**config.mk**
```make
export PLATFORM = sky130hd
export DESIGN_NAME = axicb_scfifo_ctrl
export DESIGN_NICKNAME = d
export VERILOG_FILES = /design/src/rtl/axicb_scfifo_ctrl.sv
export SDC_FILE = /design/constraint.sdc
export NUM_CORES = 1
export LEC_CHECK = 0
export BUFFER_PORTS_ARGS = -buffer_cell sky130_fd_sc_hd__buf_2
export CORE_UTILIZATION = 54
export DETAILED_ROUTE_END_ITERATION = 10
export PLACE_DENSITY_LB_ADDON = 0.15
export SLEW_MARGIN = 20
export SYNTH_ARGS = -nofsm -noshare
export SYNTH_HDL_FRONTEND = slang
export SYNTH_SLANG_ARGS = --single-unit
```
**constraint.sdc**
```tcl
create_clock -name aclk -period 4 [get_ports aclk]
set_input_delay 0.8 -clock aclk [delete_from_list [all_inputs] [get_ports aclk]]
set_output_delay 0.8 -clock aclk [all_outputs]
set_load 0.1 [all_outputs]
```
**src/rtl/axicb_scfifo_ctrl.sv**
```systemverilog
// axicb_scfifo_ctrl: pointer, occupancy and flow control for a single-clock FIFO built on an external
// dual-port RAM, with a 2-entry first-word-fall-through output buffer hiding the RAM read latency.
module axicb_scfifo_ctrl #(
  parameter int ADDR_WIDTH = 8,
  parameter int DATA_WIDTH = 8,
  parameter int FFD_EN = 0
) (
  input  logic                  aclk,
  input  logic                  aresetn,
  input  logic                  srst,
  input  logic                  in_valid,
  output logic                  in_ready,
  input  logic [DATA_WIDTH-1:0] in_data,
  output logic                  out_valid,
  input  logic                  out_ready,
  output logic [DATA_WIDTH-1:0] out_data,
  output logic                  full,
  output logic                  empty,
  output logic [ADDR_WIDTH+1:0] level,
  output logic                  ram_wr_en,
  output logic [ADDR_WIDTH-1:0] ram_addr_in,
  output logic [DATA_WIDTH-1:0] ram_data_in,
  output logic [ADDR_WIDTH-1:0] ram_addr_out,
  input  logic [DATA_WIDTH-1:0] ram_data_out
);
  logic [ADDR_WIDTH:0] wr_ptr, rd_ptr, ram_cnt;
  logic [DATA_WIDTH-1:0] buf0, buf1;
  logic [1:0] buf_cnt, buf_left;
  logic inflight, push, pop, fetch, capture;
  assign ram_cnt = wr_ptr - rd_ptr;
  assign full = ram_cnt[ADDR_WIDTH];
  assign in_ready = !full;
  assign push = in_valid && in_ready;
  assign pop = out_valid && out_ready;
  // Only fetch when the word is guaranteed a free buffer slot on arrival.
  assign fetch = (ram_cnt != '0) && (({1'b0, buf_cnt} + {2'b0, inflight} - {2'b0, pop}) < 3'd2);
  assign capture = (FFD_EN != 0) ? inflight : fetch;
  assign buf_left = buf_cnt - {1'b0, pop};
  assign out_valid = buf_cnt != 2'd0;
  assign out_data = buf0;
  assign level = (ADDR_WIDTH+2)'(ram_cnt) + (ADDR_WIDTH+2)'(inflight) + (ADDR_WIDTH+2)'(buf_cnt);
  assign empty = level == '0;
  assign ram_wr_en = push;
  assign ram_addr_in = wr_ptr[ADDR_WIDTH-1:0];
  assign ram_data_in = in_data;
  assign ram_addr_out = rd_ptr[ADDR_WIDTH-1:0];
  always_ff @(posedge aclk or negedge aresetn) begin
    if (!aresetn) begin
      wr_ptr <= '0;
      rd_ptr <= '0;
      inflight <= 1'b0;
      buf_cnt <= 2'd0;
      buf0 <= '0;
      buf1 <= '0;
    end else if (srst) begin
      wr_ptr <= '0;
      rd_ptr <= '0;
      inflight <= 1'b0;
      buf_cnt <= 2'd0;
      buf0 <= '0;
      buf1 <= '0;
    end else begin
      wr_ptr <= wr_ptr + (ADDR_WIDTH+1)'(push);
      rd_ptr <= rd_ptr + (ADDR_WIDTH+1)'(fetch);
      inflight <= (FFD_EN != 0) && fetch;
      buf_cnt <= buf_left + {1'b0, capture};
      if (pop) buf0 <= buf1;
      if (capture && buf_left == 2'd0) buf0 <= ram_data_out;
      if (capture && buf_left != 2'd0) buf1 <= ram_data_out;
    end
  end
endmodule

```
==> results.md <==
- ANT nets after route: 0
- GR Layer Usage met2: 0.344
- Synth area leaders: dfrtp_1 (33%), ha_1 (7.8%), buf_4 (6.6%)
- Unrepaired setup endpoints after global routing: yes
- Share of layout cells above drive strength 1: 0.333
- All-Layer GR Usage: 0.219
- Die ar.: 5350 sq um
- Worst-Margin Slew: 793 ps
- Area after DPL: 3080 sq um
- Synth Flop Type: dfrtp_1
- Largest net degree at the start of global routing: 37
- Initial antenna violation count: 0
- First drt pass iteration count: 4
- Final nets: 372
- Final period util: 0.994
- Setup crit end kind: output port
- Final WS setup: 23.8 ps
- Dominant cell type by area after synthesis: dfrtp_1
- Fmax: 251 MHz
- Synth Area per Inst: 9.40 sq um
- WL per Instance: 14.1 microns
- Cells along the critical path: inv_1 > ha_2 > inv_2 > fa_2 > a21o_1 > a21oi_2 > xnor2_1 > nand3_2 > nor3_4 > mux2_2 > a211oi_4 > buf_12
- Outcome: complete, no violations
- Mapped Area: 2740 sq um
- Yosys warning count: 0
- Vias in the first global route: 1,869
- Synth unique cells: 56
- Worst Path Max Fanout: 4
- Async SR Flop Fraction: 1.00
- Placer Congestion: 0.836
- DRC: 0
- Via density: 5.30
- Busiest grt layer: met2
- Port bufs: 51
- Root Driver: clkbuf_8
- Core Region: 4790 sq um
- Pre-CTS setup slack: 169 ps
- CTS max path bufs: 2
- Seq/Total Area, Yosys: 0.329
- Cell count after synthesis: 291
- Biggest cell delay along the critical path: 400 ps
- TritonCTS clock tree: built
- Die X: 73.2 microns
- Synth top area share: 0.329
- Vias: 2,121
- Clock Skew: 8.32 ps
- Worst Hold Depth: 2
- Required @ worst endpoint: 3200 ps
- Clock Latency Late Sink: 290 ps
- Met1 Use GR: 0.306
- Minimum clock period: 3980 ps
- Kind of critical path: reg -> out
- Global-route wire length before repair: 8.89 mm
- M3 GR Usage: 0.0414
- Hold-fix buffers at CTS: 0
- H-tree Lvls: 2
- Max-Slew Margin vs Limit: 0.471
- Critical path launch point type: register
- Area grow syn2layout: 20.5%
- I/O pins: 68
- Max_cap viols: 0
- Syn nets: 331
- DRT Wirelength: 5.63 mm
- Initial Util: 0.572
- Num CTS Buffers: 5
- Data arrival time of the critical path: 3180 ps
- Most frequent cells in the layout: buf_2 (46), dfrtp_1 (36), nor2_1 (32), inv_1 (19), mux2i_1 (17)
- Final setup fails: 0
- DR iter-0 viols: 59
- N_diodes: 0
- Cell row count: 25
- Pins Over Slew Limit: 0
- CP max stage cell: dfrtp_1
- GRT Residual Overflow: 0
- Die Ht: 73.2 microns
- Reg2reg path depth: 18
- Count of state elements after synthesis: 36
- Fin area: 3300 sq um
- CTS Sinks: 36
- Final Hold Vio Count: 0
- CTS clock-pin slew for the worst setup and hold paths: 80 ps
- EDFF count, synth: 0
- Most common cell after layout, fill and taps aside: buf_2
- Min-delay worst type: reg -> reg
- Dpl hpwl: 4.12 mm
## state kept, by name (all words and copies together), names as in the netlist
signal / flops
buf1: 8
out_data: 8
wr_ptr: 9
rd_ptr: 9
buf_cnt: 2
## routing by layer
metal  wire [microns]  part of all wire
met1             2660              0.47
met2             2740              0.49
met4               37            0.0066
met3              198             0.035
met5                0                 0
## area by class of cell
| cell class | instances | area (sq um) |
|---|---|---|
| Timing Repair Buffer | 66 | 430 |
| Multi-Input combinational cell | 200 | 1680 |
| Sequential cell | 36 | 901 |
| Fill cell | 395 | 1490 |
| Inverter | 23 | 90.1 |
| Clock buffer | 5 | 68.8 |
| Clock inverter | 3 | 42.5 |
| Tap cell | 67 | 83.8 |
## repair_timing
item	4_1_cts	5_1_grt
endpoints found under the setup margin	2	4
setup buffers	1	5
resized for setup	6	6
cloned	0	0
pin swaps	4	7
## cell usage after synthesis, types with 2 or more instances
library cell / n
nand4_1: 5
dfrtp_1: 36
a21o_1: 3
ha_1: 17
or3_1: 6
buf_1: 2
nor3_1: 4
clkbuf_1: 3
mux2i_1: 17
nand2_1: 10
buf_6: 2
xor2_1: 10
buf_4: 24
a211oi_2: 2
nor2_2: 2
a211oi_1: 7
o21ai_0: 9
a21oi_1: 9
inv_1: 21
fa_1: 2
xnor2_1: 14
o41a_1: 2
nor2_1: 34
nor3b_1: 2
nor2b_1: 7
nand3_1: 10
o311ai_4: 2
## metrics by stage
step | hold slack [ps] | instances | util | setup TNS [ps]
after global routing | 555 | 400 | 0.689 | -141
after CTS | 537 | 395 | 0.674 | 0
final | 530 | 400 | 0.689 | 0
after global placement | 504 | 386 | 0.644 | 0
after floorplan | 489 | 291 | - | -7400
after detailed placement | 518 | 386 | 0.644 | 0
## worst max-delay path: cells and delay by family, from the launching register on
family / cells / cell delay [ps]
AO/OA/AOI/OAI: 3 / 660
XOR/XNOR: 1 / 180
adder cells (fa/ha/maj): 2 / 570
buffers and inverters: 3 / 340
flip-flops: 1 / 400
multiplexers: 1 / 380
AND/OR/NAND/NOR: 2 / 360
## worst paths after layout
path                                 from     endpoint  slack [ps]
min in group asynchronous         aresetn  out_data[6]         590
worst max register to register  wr_ptr[0]    rd_ptr[6]         370
worst min register to register    buf1[0]      buf1[0]         530
worst max-delay path            wr_ptr[0]        empty          20
worst min-delay path              buf1[0]      buf1[0]         530
max in group asynchronous         aresetn    rd_ptr[5]        2910
## logic make-up (layout without fill, tap and decap cells)
kind of cell	count (synthesis)	in the layout	share of synthesized area
AOI/OAI and AO/OA	48	48	0.146
muxes	19	19	0.0718
DFF	36	36	0.329
and+or+nand+nor	89	89	0.163
buffers and inverters	55	97	0.114
adders and majority gates	19	19	0.0924
xor gates and xnor gates	25	25	0.0828
Power is not shown: default switching activity piles up to over one toggle a cycle in this logic, so the estimate is an artifact.
